$ cat src/rtl/mem_wb_stage.sv
// mem_wb_stage: data-memory access over a req/ready handshake, load alignment and the MEM/WB register.
// The stall holds the EX_MEM inputs steady, so the bus fields are driven combinationally from them.
module mem_wb_stage #(
   parameter int XLEN = 32,
   parameter int RD_W = 5
) (
   input  logic            clk,
   input  logic            reset,
   input  logic            regWrite_EX_MEM,
   input  logic            memWrite_EX_MEM,
   input  logic            memRead_EX_MEM,
   input  logic            memToReg_EX_MEM,
   input  logic            jump_EX_MEM,
   input  logic [2:0]      funct3_EX_MEM,
   input  logic [RD_W-1:0] rd_EX_MEM,
   input  logic [XLEN-1:0] aluResult_EX_MEM,
   input  logic [XLEN-1:0] data2_EX_MEM,
   input  logic [XLEN-1:0] returnAddr_EX_MEM,
   output logic            dmem_req,
   output logic            dmem_we,
   output logic [XLEN-1:0] dmem_addr,
   output logic [XLEN-1:0] dmem_wdata,
   output logic [3:0]      dmem_be,
   input  logic            dmem_ready,
   input  logic [XLEN-1:0] dmem_rdata,
   output logic            stall_mem,
   output logic            regWrite_MEM_WB,
   output logic [RD_W-1:0] rd_MEM_WB,
   output logic [XLEN-1:0] writeData_MEM_WB,
   output logic            misalign_MEM_WB
);
   typedef enum logic {IDLE, WAIT} state_t;
   state_t state, state_nx;
   logic acc, mis, is_b, is_h, sgn;
   logic [1:0] off;
   logic [7:0] ld_b;
   logic [15:0] ld_h;
   logic [XLEN-1:0] ld_data, wb_data;
   assign off  = aluResult_EX_MEM[1:0];
   assign acc  = memRead_EX_MEM | memWrite_EX_MEM;
   // funct3[1:0] picks the size; anything that is not B or H behaves as a word
   assign is_b = funct3_EX_MEM[1:0] == 2'b00;
   assign is_h = funct3_EX_MEM[1:0] == 2'b01;
   assign sgn  = ~funct3_EX_MEM[2];
   assign mis  = acc & (is_h ? off[0] : (~is_b & (off != 2'b00)));
   always_ff @(posedge clk) begin
      if (reset) state <= IDLE;
      else       state <= state_nx;
   end
   always_comb begin
      state_nx = state;
      if (state == IDLE) state_nx = (acc & ~mis & ~dmem_ready) ? WAIT : IDLE;
      else               state_nx = dmem_ready ? IDLE : WAIT;
   end
   always_comb begin
      dmem_req  = (state == WAIT) | (acc & ~mis);
      stall_mem = dmem_req & ~dmem_ready;
   end
   assign dmem_we    = memWrite_EX_MEM;
   assign dmem_addr  = {aluResult_EX_MEM[XLEN-1:2], 2'b00};
   assign dmem_wdata = is_b ? {(XLEN/8){data2_EX_MEM[7:0]}} :
                       is_h ? {(XLEN/16){data2_EX_MEM[15:0]}} : data2_EX_MEM;
   assign dmem_be    = ~memWrite_EX_MEM ? 4'b1111 :
                       is_b ? 4'b0001 << off :
                       is_h ? (off[1] ? 4'b1100 : 4'b0011) : 4'b1111;
   assign ld_b    = dmem_rdata[{off, 3'b000} +: 8];
   assign ld_h    = dmem_rdata[{off[1], 4'b0000} +: 16];
   assign ld_data = is_b ? {{(XLEN-8){ld_b[7] & sgn}}, ld_b} :
                    is_h ? {{(XLEN-16){ld_h[15] & sgn}}, ld_h} : dmem_rdata;
   assign wb_data = jump_EX_MEM ? returnAddr_EX_MEM :
                    memToReg_EX_MEM ? ld_data : aluResult_EX_MEM;
   // A stalled cycle inserts a bubble; a misaligned access keeps rd/data but never writes
   always_ff @(posedge clk) begin
      if (reset || stall_mem) begin
         regWrite_MEM_WB  <= 1'b0;
         rd_MEM_WB        <= '0;
         writeData_MEM_WB <= '0;
         misalign_MEM_WB  <= 1'b0;
      end else begin
         regWrite_MEM_WB  <= regWrite_EX_MEM & ~mis;
         rd_MEM_WB        <= rd_EX_MEM;
         writeData_MEM_WB <= wb_data;
         misalign_MEM_WB  <= mis;
      end
   end
endmodule

$ cat config.mk
export PLATFORM = sky130hd
export DESIGN_NAME = mem_wb_stage
export DESIGN_NICKNAME = d
export VERILOG_FILES = /design/src/rtl/mem_wb_stage.sv
export SDC_FILE = /design/constraint.sdc
export NUM_CORES = 1
export LEC_CHECK = 0
export ABC_CLOCK_PERIOD_IN_PS = 2650
export BUFFER_PORTS_ARGS = -buffer_cell sky130_fd_sc_hd__buf_4
export CAP_MARGIN = 20
export CORE_AREA = 2 2 97 99
export CTS_CLUSTER_DIAMETER = 80
export DETAILED_ROUTE_END_ITERATION = 7
export DIE_AREA = 0 0 99 101
export GPL_TIMING_DRIVEN = 0
export PLACE_DENSITY = 0.69
export SLEW_MARGIN = 20
export SYNTH_ARGS = -nofsm -noshare
export SYNTH_HDL_FRONTEND = slang
export SYNTH_SLANG_ARGS = --single-unit
$ cat constraint.sdc
create_clock -name clk -period 2.65 [get_ports clk]
set_input_delay 0.53 -clock clk [delete_from_list [all_inputs] [get_ports clk]]
set_output_delay 0.53 -clock clk [all_outputs]
set_load 0.05 [all_outputs]
==> results.json, run 1 <==
{
  "outcome": "finished, final reports clean",
  "worst-path-max-fanout": 10,
  "cpMaxStageDelayCell": "nor2_2",
  "max_slew_margin_pct": 40.8,
  "intPower_mw": 1.27,
  "grt_usage_pct": 24.7,
  "tritoncts": "built",
  "synthDistinctLibCells": 45,
  "placed_area_um2": 4820,
  "nNetsFinal": 727,
  "core_area_um2": 8980,
  "cp-start-kind": "input port",
  "antenna_found_initial": 0,
  "switching_share_pct": 42.6,
  "dr.pass1.iters": 6,
  "clk_latency_ns": 0.30,
  "ant_nets": 0,
  "crit_chain": "buf_4 > buf_4 > buf_2 > nor2_2 > mux2_2 > buf_4",
  "start_util_pct": 31.3,
  "synth_edf_count": 0,
  "worstPathRequired_ns": 2.12,
  "grt_pass1_vias": 3588,
  "drc": 0,
  "finalCritPeriodShare_pct": 96.5,
  "area_delta_synth_final_pct": 74.7,
  "clockBufferDepth": 2,
  "via_count": 3617,
  "cp-end-kind": "primary output",
  "synth-adder-area-share_pct": 0,
  "reg2regPathDepth": 5,
  "io_pins": 254,
  "ys_seq_area_share_pct": 28.5,
  "p_leak_nw": 2.39,
  "fin_crit_ns": 2.56,
  "synth_top_area_share_pct": 28.5,
  "die_w_um": 99,
  "synth_compound_area_share_pct": 28.4,
  "synthArstFlopShare_pct": 0,
  "routabilityCongestion": 0.872,
  "post_drt_wl_per_cell_um": 19.1,
  "postCtsHoldBufs": 0,
  "hpwl_mm": 10.9,
  "max_stage_delay_ns": 0.40,
  "worstMarginPinSlew_ns": 0.888,
  "muxShareOfSynthArea_pct": 13.7,
  "yosysTopAreaCell": "dfxtp_1",
  "setup_viol": 0,
  "syn-mean-instance-area_um2": 8.61,
  "io_buffers": 249,
  "synth-xor-area-share_pct": 0,
  "p_comb_share_pct": 51.9,
  "ir_drop_uv": 221,
  "syn_inst": 326,
  "critical_path.top_delay_family": "buffers and inverters",
  "crit_arrival_ns": 2.03,
  "grt.overflow.total": 0,
  "die_y_um": 101,
  "syn_area_um2": 2810,
  "criticalPathCategory": "in2out",
  "worstHoldPathType": "in2reg",
  "holdWs_ns": 0.417,
  "synth_top_family_by_area": "compound AO/OA/AOI/OAI gates",
  "finalWirelength_mm": 13.3,
  "yosys.area_share.simple_pct": 12.4,
  "cts_buffers": 5,
  "max_freq_mhz": 391,
  "die_area_um2": 10000,
  "final_max_slew_viol_count": 0,
  "rsz0062_at_grt": "false",
  "vias_per_cell": 5.21,
  "ys_warn_count": 0,
  "clock-sinks": 40,
  "hold_viol": 0,
  "skew_ns": 0.00428,
  "yosys-top-cells-area": "dfxtp_1, buf_4, mux2_2",
  "path_depth": 6,
  "cts.clk_slew.worst_paths_ns": 0.08,
  "synth_flop_cell": "dfxtp_1",
  "htreeDepth": 2,
  "num_rows": 35,
  "min_path_cells": 2,
  "drtIter0Drc": 153,
  "path_buf_inv": 4,
  "p_switching_mw": 0.939,
  "design_area_um2": 4900,
  "grt_max_degree": 12,
  "crit_top_cell": "buf_4",
  "maxCapViolations": 0,
  "p_per_area_nw_per_um2": 449,
  "ctsRootBufferMaster": "clkbuf_8",
  "drive_above_1_share_pct": 58.3,
  "clock_power_share_pct": 18.1,
  "grt_pass1_wl_mm": 18.9,
  "ys_ff_latch": 40,
  "p_seq_share_pct": 30.0,
  "antenna_cells": 0,
  "finalPower_mw": 2.20
}
-- flip-flops by register name, indices dropped and copies added, names as in the netlist --
name and cells:
regWrite_MEM_WB 1, misalign_MEM_WB 1, rd_MEM_WB 5, writeData_MEM_WB 32, state 1
-- cells in the mapped netlist, types with 6 or more instances --
master	n
nand2_1	29
nor3_1	7
a211oi_1	23
buf_2	6
o21ai_0	14
o22ai_1	24
nor2_1	8
a221oi_1	6
buf_4	43
a222oi_1	8
dfxtp_1	40
mux2_2	17
clkbuf_1	17
mux2i_1	17
-- metal layers --
| metal | wire length, µm | track usage [%] | vias up |
|---|---|---|---|
| li1 | - | - | 1706 |
| met5 | 0 | 0 | - |
| met2 | 7090 | 47.6 | 215 |
| met3 | 1270 | 5.48 | 20 |
| met4 | 274 | 7.90 | 0 |
| met1 | 4620 | 26.5 | 1676 |
-- logic make-up (layout without fill, tap and decap cells) --
logic type,count (synthesis),after routing
AOI/OAI and AO/OA,108,108
muxes,35,35
and+or+nand+nor,67,67
other,1,2
DFF,40,40
buffers and inverters,75,331
-- metrics by stage --
step / std cells / setup WS, ns / setup TNS [ns] / util [%]
after CTS: 694 / 0.0718 / 0 / 54.6
after detailed placement: 687 / -0.129 / -0.848 / 53.7
final: 694 / 0.0920 / 0 / 54.6
after global placement: 687 / -0.0977 / -0.590 / 53.7
after floorplan: 327 / -0.220 / -0.439 / -
after global routing: 694 / 0.0308 / 0 / 54.6
-- area by class of cell --
class / instances / area [µm²]
clock inverters: 1 / 5.00
multi-input cells: 212 / 1540
fillers: 848 / 4070
clock buffers: 6 / 72.6
well taps: 111 / 139
repair buffers: 249 / 1870
plain buffers: 69 / 455
flip-flops and latches: 40 / 801
inverters: 6 / 22.5
-- cell usage in the layout (no fill, tap or decap), types with 4 or more instances in the layout --
cell type  instances
a211oi_1          23
a21oi_1            4
a221oi_1           6
a222oi_1           8
a22oi_1            5
and2_1             5
buf_2              5
buf_4            292
clkbuf_1          16
clkbuf_8           5
dfxtp_1           40
inv_1              5
mux2_2            17
mux2i_1           17
nand2_1           29
nor2_1             7
nor2b_1            5
nor3_1             7
o211ai_1           4
o21ai_0            6
o21ai_1            8
o221a_2            4
o221ai_1           4
o22ai_1           24
-- path summary, 6_finish.rpt --
path / startpoint / to / slack [ns]
setup / recovery: funct3_EX_MEM[0] / dmem_wdata[8] / 0.09
hold / removal: reset / state / 0.42
setup reg to reg: state / writeData_MEM_WB[25] / 1.07
hold reg to reg: state / state / 0.59
-- what timing repair did --
item	in CTS	in global routing
resized for setup	3	1
endpoints found under the setup margin	9	5
gates cloned	0	0
setup buffers	0	0
-- power by group through the flow --
stage | logic, mW | registers (mW) | clock network (mW)
after floorplan | 0.527 | 0.843 | 0
after global placement | 1.13 | 0.675 | 0
after detailed placement | 1.14 | 0.676 | 0
after CTS | 1.15 | 0.662 | 0.410
after global routing | 1.20 | 0.666 | 0.431
final | 1.14 | 0.662 | 0.399
-- worst register-to-register path: stages, from the launching register on --
cell and delay [ns]:
dfxtp_1 0.32, a31oi_2 0.19, inv_1 0.11, a21o_1 0.23
clkbuf_1 0.31, a211oi_1 0.32
Note: power is estimated with default switching activity, not from simulation.
==> run 2, diff against run 1 <==
CELL_PAD_IN_SITES_DETAIL_PLACEMENT = 2   (was unset)
CELL_PAD_IN_SITES_GLOBAL_PLACEMENT = 2   (was unset)
CORE_AREA = unset   (was 2 2 97 99)
CORE_MARGIN = 2   (was unset)
CORE_UTILIZATION = 18   (was unset)
DIE_AREA = unset   (was 0 0 99 101)
PLACE_DENSITY = unset   (was 0.69)
PLACE_DENSITY_LB_ADDON = 0.1   (was unset)
==> run 2 against run 1 <==
Effect of this change: critical path depth did not move; die area rose by 66%; clock skew rose by 0.0041 ns; worst setup slack improved by 0.014 ns; sequential share of layout area fell by 0.59 points; register-to-register slack got worse by 0.04 ns; sequential power barely moved.
==> results.json, run 2 (synthesis results as in run 1) <==
{
  "switching_share_pct": 39.2,
  "grt_pass1_wl_mm": 22.9,
  "drtIter0Drc": 117,
  "top_regs": "writeData_MEM_WB (32), rd_MEM_WB (5)",
  "area_delta_synth_final_pct": 81.2,
  "cts_buffers": 5,
  "ff2ff_setup_slack_ns": 1.03,
  "die_area_um2": 16600,
  "die_y_um": 129,
  "clk_latency_ns": 0.29,
  "grt_pass1_vias": 3949,
  "max_slew_margin_pct": 45.6,
  "skew_ns": 0.00838,
  "ant_nets": 0,
  "via_count": 3586,
  "intPower_mw": 1.53,
  "worst-path-max-fanout": 10,
  "cpMaxStageDelayCell": "clkbuf_1",
  "clockBufferDepth": 2,
  "crit_chain": "buf_4 > buf_4 > buf_2 > clkbuf_1 > o21ai_1 > buf_4",
  "grt.overflow.total": 0,
  "post-cts-setup-buffer-count": 0,
  "tns_ns": 0,
  "clock_power_share_pct": 27.9,
  "mostFrequentLayoutCells": "buf_4, dfxtp_1, nand2_1",
  "regMostFlops": "writeData_MEM_WB",
  "antenna_cells": 0,
  "final_max_slew_viol_count": 0,
  "dr.pass1.iters": 4,
  "post-place-ws_ns": -0.231,
  "worstMarginPinSlew_ns": 0.816,
  "max_freq_mhz": 393,
  "hold_viol": 0,
  "cp-start-kind": "input port",
  "worstHoldPathType": "in2reg",
  "die_w_um": 129,
  "vias_per_cell": 4.65,
  "maxCapViolations": 0,
  "criticalPathCategory": "in2out",
  "p_per_area_nw_per_um2": 495,
  "critical_path.top_delay_family": "buffers and inverters",
  "post_drt_wl_per_cell_um": 20.1,
  "finalWirelength_mm": 15.5,
  "hpwl_mm": 13.1,
  "finalPower_mw": 2.52,
  "p_comb_share_pct": 45.8,
  "start_util_pct": 18.5,
  "crit_arrival_ns": 2.01,
  "p_switching_mw": 0.989,
  "path_buf_inv": 5,
  "cp-end-kind": "primary output",
  "io_buffers": 249,
  "crit_top_cell": "buf_4",
  "p_leak_nw": 2.43,
  "finalCritPeriodShare_pct": 96.0,
  "fin_cells": 771,
  "grt_max_degree": 20,
  "num_rows": 45,
  "core_area_um2": 15200,
  "drc": 0,
  "postLayoutSetupSlackWorst_ns": 0.106,
  "postCtsHoldBufs": 0,
  "tritoncts": "built",
  "ctsRootBufferMaster": "clkbuf_16",
  "cts.clk_slew.worst_paths_ns": 0.07,
  "io_pins": 254,
  "antenna_found_initial": 0,
  "routabilityCongestion": 0.706,
  "drive_above_1_share_pct": 58.3,
  "dp_cells": 764,
  "ir_drop_uv": 230,
  "layout_commonest_cell": "buf_4",
  "grt_usage_pct": 18.2,
  "rsz0062_at_grt": "false",
  "setup_viol": 0,
  "p_seq_share_pct": 26.3,
  "nNetsFinal": 726,
  "outcome": "finished, final reports clean",
  "clock-sinks": 40,
  "max_stage_delay_ns": 0.54,
  "largest_reg_flops": 32,
  "worstPathRequired_ns": 2.12,
  "htreeDepth": 2,
  "fin_crit_ns": 2.54
}
[run 2: cell types whose count changed in the layout (fill, tap and decap cells not counted), sizes merged]
cell    before  now
clkbuf      24   23
bufinv       0    1
[run 2: layout make-up]
class / instances / area (µm²)
clock buffer: 6 / 129
tap: 188 / 235
timing repair buffer: 249 / 1870
sequential: 40 / 801
fill: 1759 / 10100
multi-input combinational: 212 / 1550
clock inverter: 2 / 35.0
inverter: 6 / 22.5
buffer: 68 / 450
[run 2: repair_timing]
item | 4_1_cts | 5_1_grt
endpoints found under the setup margin | 17 | 9
pin swaps | 0 | 0
gates resized for setup | 3 | 1
[run 2: per-stage QoR]
| stage | util [%] | area (µm²) | hold WS (ns) |
|---|---|---|---|
| global route | 33.5 | 5090 | 0.429 |
| floorplan | - | 2810 | 0.492 |
| CTS | 33.4 | 5080 | 0.414 |
| global placement | 32.3 | 4920 | 0.542 |
| detailed placement | 32.3 | 4920 | 0.525 |
| finish | 33.5 | 5090 | 0.418 |
[run 2: worst paths after layout]
kind | start | end | cells past startpoint
worst max-delay path | funct3_EX_MEM[1] | dmem_wdata[25] | 6
worst min-delay path | dmem_ready | state | 2
worst max register to register | state | writeData_MEM_WB[1] | 4
worst min register to register | state | state | 2
[run 2: power by group through the flow]
stage	logic (mW)	registers, mW	clock network [mW]
5_1_grt	1.22	0.667	0.750
2_1_floorplan	0.527	0.843	0
3_3_place_gp	1.15	0.675	0
3_5_place_dp	1.16	0.677	0
4_1_cts	1.17	0.664	0.722
6_report	1.15	0.663	0.703
[run 2: metal layers]
metal / GRT usage, % / part of all wire (%) / routed length [µm]
met1: 21.6 / 41 / 6330
met5: 0 / 0 / 0
met4: 4.16 / 1.3 / 202
met2: 32.6 / 49 / 7650
met3: 5.11 / 8.5 / 1320
